**src/rtl/mem_initiator.sv**
```systemverilog
// mem_initiator: bus-master sequencer for the Neander 4x8 data memory.
// Turns single or burst read/write requests into registered memory strobes.
// Each beat spends one SETUP cycle, where the address settles, and one
// ACCESS cycle, where the strobe fires. A DONE cycle closes each request.
module mem_initiator #(
  parameter int ADDR_W = 2,
  parameter int DATA_W = 8
) (
  input  logic              clock,
  input  logic              reset,
  input  logic              req,
  input  logic              op_wr,
  input  logic [ADDR_W-1:0] addr,
  input  logic [ADDR_W-1:0] len,
  input  logic [DATA_W-1:0] wdata,
  output logic              busy,
  output logic              rvalid,
  output logic [DATA_W-1:0] rdata,
  output logic              done,
  output logic [ADDR_W-1:0] mem_end,
  output logic              mem_write,
  output logic              mem_read,
  output logic [DATA_W-1:0] mem_wdata,
  input  logic [DATA_W-1:0] mem_rdata
);

  typedef enum logic [1:0] {
    IDLE   = 2'd0,
    SETUP  = 2'd1,
    ACCESS = 2'd2,
    DONE   = 2'd3
  } state_t;

  localparam logic [ADDR_W-1:0] ADDR_ONE  = {{(ADDR_W-1){1'b0}}, 1'b1};
  localparam logic [ADDR_W-1:0] ADDR_ZERO = {ADDR_W{1'b0}};
  localparam logic [DATA_W-1:0] DATA_ZERO = {DATA_W{1'b0}};

  state_t              state_r, state_s;
  logic [ADDR_W-1:0]   addr_r, addr_s;
  logic [ADDR_W-1:0]   cnt_r, cnt_s;
  logic                op_r, op_s;
  logic [DATA_W-1:0]   wdata_r, wdata_s;
  logic                busy_r, busy_s;
  logic                rvalid_r, rvalid_s;
  logic [DATA_W-1:0]   rdata_r, rdata_s;
  logic                done_r, done_s;
  logic [ADDR_W-1:0]   mem_end_r, mem_end_s;
  logic                mem_write_r, mem_write_s;
  logic                mem_read_r, mem_read_s;
  logic [DATA_W-1:0]   mem_wdata_r, mem_wdata_s;

  // State register; reset aborts any request in flight.
  always_ff @(posedge clock or negedge reset) begin
    if (!reset) begin
      state_r <= IDLE;
    end else begin
      state_r <= state_s;
    end
  end

  // Request context and registered outputs, loaded with the values for the next state.
  always_ff @(posedge clock or negedge reset) begin
    if (!reset) begin
      addr_r      <= ADDR_ZERO;
      cnt_r       <= ADDR_ZERO;
      op_r        <= 1'b0;
      wdata_r     <= DATA_ZERO;
      busy_r      <= 1'b0;
      rvalid_r    <= 1'b0;
      rdata_r     <= DATA_ZERO;
      done_r      <= 1'b0;
      mem_end_r   <= ADDR_ZERO;
      mem_write_r <= 1'b0;
      mem_read_r  <= 1'b0;
      mem_wdata_r <= DATA_ZERO;
    end else begin
      addr_r      <= addr_s;
      cnt_r       <= cnt_s;
      op_r        <= op_s;
      wdata_r     <= wdata_s;
      busy_r      <= busy_s;
      rvalid_r    <= rvalid_s;
      rdata_r     <= rdata_s;
      done_r      <= done_s;
      mem_end_r   <= mem_end_s;
      mem_write_r <= mem_write_s;
      mem_read_r  <= mem_read_s;
      mem_wdata_r <= mem_wdata_s;
    end
  end

  // Next-state and next-output logic; pulses default low, context defaults to hold.
  always_comb begin
    state_s     = state_r;
    addr_s      = addr_r;
    cnt_s       = cnt_r;
    op_s        = op_r;
    wdata_s     = wdata_r;
    busy_s      = busy_r;
    rvalid_s    = 1'b0;
    rdata_s     = rdata_r;
    done_s      = 1'b0;
    mem_end_s   = mem_end_r;
    mem_write_s = 1'b0;
    mem_read_s  = 1'b0;
    mem_wdata_s = mem_wdata_r;
    case (state_r)
      IDLE: begin
        if (req) begin
          // Capture the whole request; later input changes are ignored.
          state_s     = SETUP;
          op_s        = op_wr;
          addr_s      = addr;
          cnt_s       = len;
          wdata_s     = wdata;
          busy_s      = 1'b1;
          mem_end_s   = addr;
          mem_wdata_s = wdata;
        end else begin
          state_s = IDLE;
          busy_s  = 1'b0;
        end
      end
      SETUP: begin
        // Address has now been stable a full cycle; fire exactly one strobe.
        state_s     = ACCESS;
        mem_write_s = op_r;
        mem_read_s  = ~op_r;
      end
      ACCESS: begin
        if (op_r) begin
          rdata_s  = rdata_r;
          rvalid_s = 1'b0;
        end else begin
          rdata_s  = mem_rdata;
          rvalid_s = 1'b1;
        end
        if (cnt_r == ADDR_ZERO) begin
          state_s = DONE;
          done_s  = 1'b1;
        end else begin
          // Address wraps naturally at the top of the address space.
          state_s   = SETUP;
          addr_s    = addr_r + ADDR_ONE;
          cnt_s     = cnt_r - ADDR_ONE;
          mem_end_s = addr_r + ADDR_ONE;
        end
      end
      DONE: begin
        state_s = IDLE;
        busy_s  = 1'b0;
      end
      default: begin
        state_s = IDLE;
        busy_s  = 1'b0;
      end
    endcase
  end

  assign busy      = busy_r;
  assign rvalid    = rvalid_r;
  assign rdata     = rdata_r;
  assign done      = done_r;
  assign mem_end   = mem_end_r;
  assign mem_write = mem_write_r;
  assign mem_read  = mem_read_r;
  assign mem_wdata = mem_wdata_r;

endmodule

```
**config.mk**
```make
export PLATFORM = sky130hd
export DESIGN_NAME = mem_initiator
export DESIGN_NICKNAME = d
export VERILOG_FILES = /design/src/rtl/mem_initiator.sv
export SDC_FILE = /design/constraint.sdc
export NUM_CORES = 1
export LEC_CHECK = 0
export ABC_CLOCK_PERIOD_IN_PS = 2470
export CORE_ASPECT_RATIO = 0.9
export CORE_MARGIN = 5
export CORE_UTILIZATION = 45
export DETAILED_ROUTE_END_ITERATION = 8
export GPL_TIMING_DRIVEN = 0
export PLACE_DENSITY = 0.83
export SLEW_MARGIN = 15
export SYNTH_ARGS = -nofsm -noshare
export SYNTH_HDL_FRONTEND = slang
export SYNTH_SLANG_ARGS = --single-unit
```
**constraint.sdc**
```tcl
create_clock -name clock -period 2.47 [get_ports clock]
set_clock_uncertainty 0.1 [all_clocks]
set_input_delay 0.6175 -clock clock [delete_from_list [all_inputs] [get_ports clock]]
set_output_delay 0.6175 -clock clock [all_outputs]
set_load 0.1 [all_outputs]
```
Word-level counts from Yosys, hierarchy flattened
Index checks and enable logic that the tools add are counted.

cells by class
  equal/unequal tests = 5
  add/sub/neg operators = 2
  bitwise gates (word level) = 1
  reduce and logical (&&, ||, !) cells = 7
  mux-type cells = 17

operator list
  cell                                                 number
  2-to-1 mux 2 bit                                     5
  2-to-1 mux 1 bit                                     8
  one-hot mux 2 bit (2 select lines)                   2
  one-hot mux 2 bit (4 select lines)                   1
  equality test 2 bit, second input constant           2
  zero test 2 bit                                      2
  inequality test 2 bit, second input constant         2
  AND reduction 2 bit                                  2
  nonzero test 2 bit                                   2
  AND reduction 3 bit                                  1
  adder 2 x 1 -> 2 bit, second input constant          1
  equality test 2 x 1 -> 1 bit, second input constant  1
  one-hot mux 1 bit (2 select lines)                   1
  subtractor 2 x 1 -> 2 bit, second input constant     1
  NOT 1 bit                                            1

storage, ports and cells
  logic and storage cells = 43
  bits of input ports = 24
  output and inout bits = 23
  register bits = 28

Longest topological paths before layout
  word-level depth = 3
  depth in mapped cells = 6
  mapped depth without buffers = 6

Worst setup path before layout
No wires, ideal clock.

  kind = register to register
  from = reg, netlist name mem_end[0]
  to = reg mem_end_r[1], in the netlist mem_end[1]
  buffers on the path = 0
  setup time = 0.072 ns
  arrival = 1.501 ns
  cell stages (with the launch flop) = 4
  clock period less this slack = 1.672 ns
  path slack = 0.798 ns
  cell sequence = dfrtp_1 -> nand2_1 -> or4_1 -> nand4_1

RTL lines
  item                  line  source
  end signal, assigned  85    mem_end_r <= mem_end_s;
  end, declared         47    logic [ADDR_W-1:0] mem_end_r, mem_end_s;

Final worst setup path
  from = reg mem_end_r[0], in the netlist mem_end[0]
  to = out mem_end[0]

RTL lines
  item           line  source
  end, declared  20    output logic [ADDR_W-1:0] mem_end,

No word-level cell between the ends.

==> flow_summary.ini <==
[logic_synthesis]
yosysSeqAreaShare_pct = 59.8
synthDistinctLibCells = 19
synth_top_family_by_area = multiplexers
synth_top_area_share_pct = 59.8
syn_area_per_cell_um2 = 13.5
synth-xor-area-share_pct = 0
synth_compound_area_share_pct = 3.85
synth.area.mux_share_pct = 18.9
synth_area_mm2 = 0.00117
syn-num-nets = 117
synthTopCellsByArea = dfrtp_1 60%, mux2_2 8.7%, mux2_1 7.7%
synth-adder-area-share_pct = 6.41
synth_simple_gate_area_share_pct = 8.33
yosys_warnings = 0
synth_area_leader_cell = dfrtp_1
synthCells = 87
ys_seq_elements = 28

[min_path]
hold_class = in2async

[sta]
post-route-period-util_pct = 94.1
hold_viol = 0
slew_viol_final = 0
setup_violations = 0
slew_headroom_pct = 35.3
period_needed_ns = 2.32
grt_setup_unrepaired = no
tns_ns = 0
tightest_slew_ns = 0.974
clock.fmax_ghz = 0.430

[route]
drt_pass1_iterations = 4
drc = 0
routed_wl_um = 2340
post_drt_via_cell_ratio = 4.94
dr_total_vias = 815
drt_iter0_drc = 17
avgRoutedWirePerCell_um = 14.2
drtAntennaViolNets = 0

[final_layout]
fill_cells = 188
layout.nets = 168
syn2layout_area_growth_pct = 43.9
drive_gt1_share_pct = 11.7
antenna_cells = 0

[critical_path]
criticalPathCategory = reg2out
crit_cells = 1
slowest_delay_ns = 0.87
worst_ep_arrival_time_ns = 1.61
reg2reg_depth = 6
critical-path-top-delay-family = buffers and inverters
cp-end-kind = output port
critical_path.max_fanout = 5
critical_path_buf_inv_count = 1
cp-start-kind = flip-flop
worstPathRequired_ns = 1.75
path_cells = dlygate4sd2_1
slowest_stage = dlygate4sd2_1

[clocking]
clkSinkCount = 28
clk_path_buf_depth = 2
numCtsBuffers = 3
clk_pin_slew_ns = 0.15
clkLatencyLatePin_ns = 0.32
tritoncts = yes
cts_root_buf = clkbuf_4
cts_setup_buffers = 0
cts_max_level = 1

[die]
die_area_mm2 = 0.00372
start_util_pct = 47.5
coreArea_mm2 = 0.00247
die_w_um = 63.8
boundaryPins = 47
die_y_um = 58.4
core.rowCount = 17

[global_route]
grt_max_degree = 29
grt_first_pass_wirelength_um = 3900
grt_pass1_vias = 866
antenna_found_initial = 0
gr-total-overflow = 0
grt_use_total_pct = 13.1

[run_status]
status = complete, no violations

[place]
gp_congestion = 0.820
hpwl_um = 1850
io_buffers = 46

[flow_run]
maxCapViolCount = 0
## stage by stage
step	setup WS, ns	instances	utilization (%)	hold slack [ns]	instance area [um2]
floorplan	0.798	87	-	0.222	1170
global placement	0.225	161	67.5	0.356	1670
detailed placement	0.221	161	67.3	0.368	1660
CTS	0.130	165	68.3	0.201	1690
global route	0.0804	165	68.3	0.215	1690
finish	0.147	165	68.3	0.180	1690
## metal layers
layer	vias to the layer above	part of all wire [%]	track usage [%]
met5	-	0	0
met4	0	0.38	3.56
met3	2	7.0	3.82
met2	31	49	22.5
met1	384	43	16.1
li1	398	-	-
## sequential cells by signal (all words and copies together), names as in the netlist, 2 cells and up
name       count
cnt_r          2
mem_end        2
mem_wdata      8
rdata          8
state_r        2
## cells in the mapped netlist (all sizes together)
cell	count
and2	1
buf	1
dfrtp	28
ha	6
inv	7
mux2	17
mux2i	3
nand2	6
nand2b	1
nand3b	1
nand4	1
nand4b	1
nor2	2
nor2b	4
o21ai	3
o31ai	4
or4	1
## cell usage in the layout (no fill, tap or decap)
cell and count:
nand4_1 1, dlygate4sd2_1 23, buf_2 2, nor2_1 2, nand3b_1 1, clkbuf_4 3, clkdlybuf4s50_1 22, nand2b_1 1
inv_2 1, nor2b_1 4, and2_1 1, nand2_1 6, mux2_1 8, ha_1 6, bufinv_16 1, inv_1 6
nand4b_1 1, o31ai_1 4, or4_1 1, o21ai_0 3, mux2_2 9, mux2i_1 3, dfrtp_1 28
## logic make-up after synthesis
group	Yosys count
AND/OR/NAND/NOR	18
multiplexers	20
AO/OA/AOI/OAI	7
buffers and inverters	8
flip-flops	28
adder cells (fa/ha/maj)	6
## final cells by class
type                    count  area, um2  area share [%]
well taps                  28       35.0            2.08
flip-flops and latches     28        701            41.6
repair buffers             46        427            25.3
plain buffers               1       5.00           0.297
multi-input cells          51        439            26.1
inverters                   7       26.3            1.56
clock buffers               3       22.5            1.34
clock inverters             1       30.0            1.78
## what timing repair did
action	4_1_cts	5_1_grt
setup endpoints to repair	23	0
gates resized for setup	23	0
hold buffers	0	0
## worst paths after layout
kind | slack [ns] | startpoint | to
min in group clock | 0.40 | op_r | mem_read
worst min register to register | 0.40 | op_r | mem_read
worst max-delay path | 0.15 | mem_end[0] | mem_end[0]
worst min-delay path | 0.18 | reset | mem_wdata[5]
worst max register to register | 0.68 | state_r[1] | cnt_r[1]
max in group asynchronous | 1.69 | reset | mem_end[0]
Power is left out: the tool's default activity adds up to more than one toggle a clock period on the data nets, which glitch-free logic cannot reach.
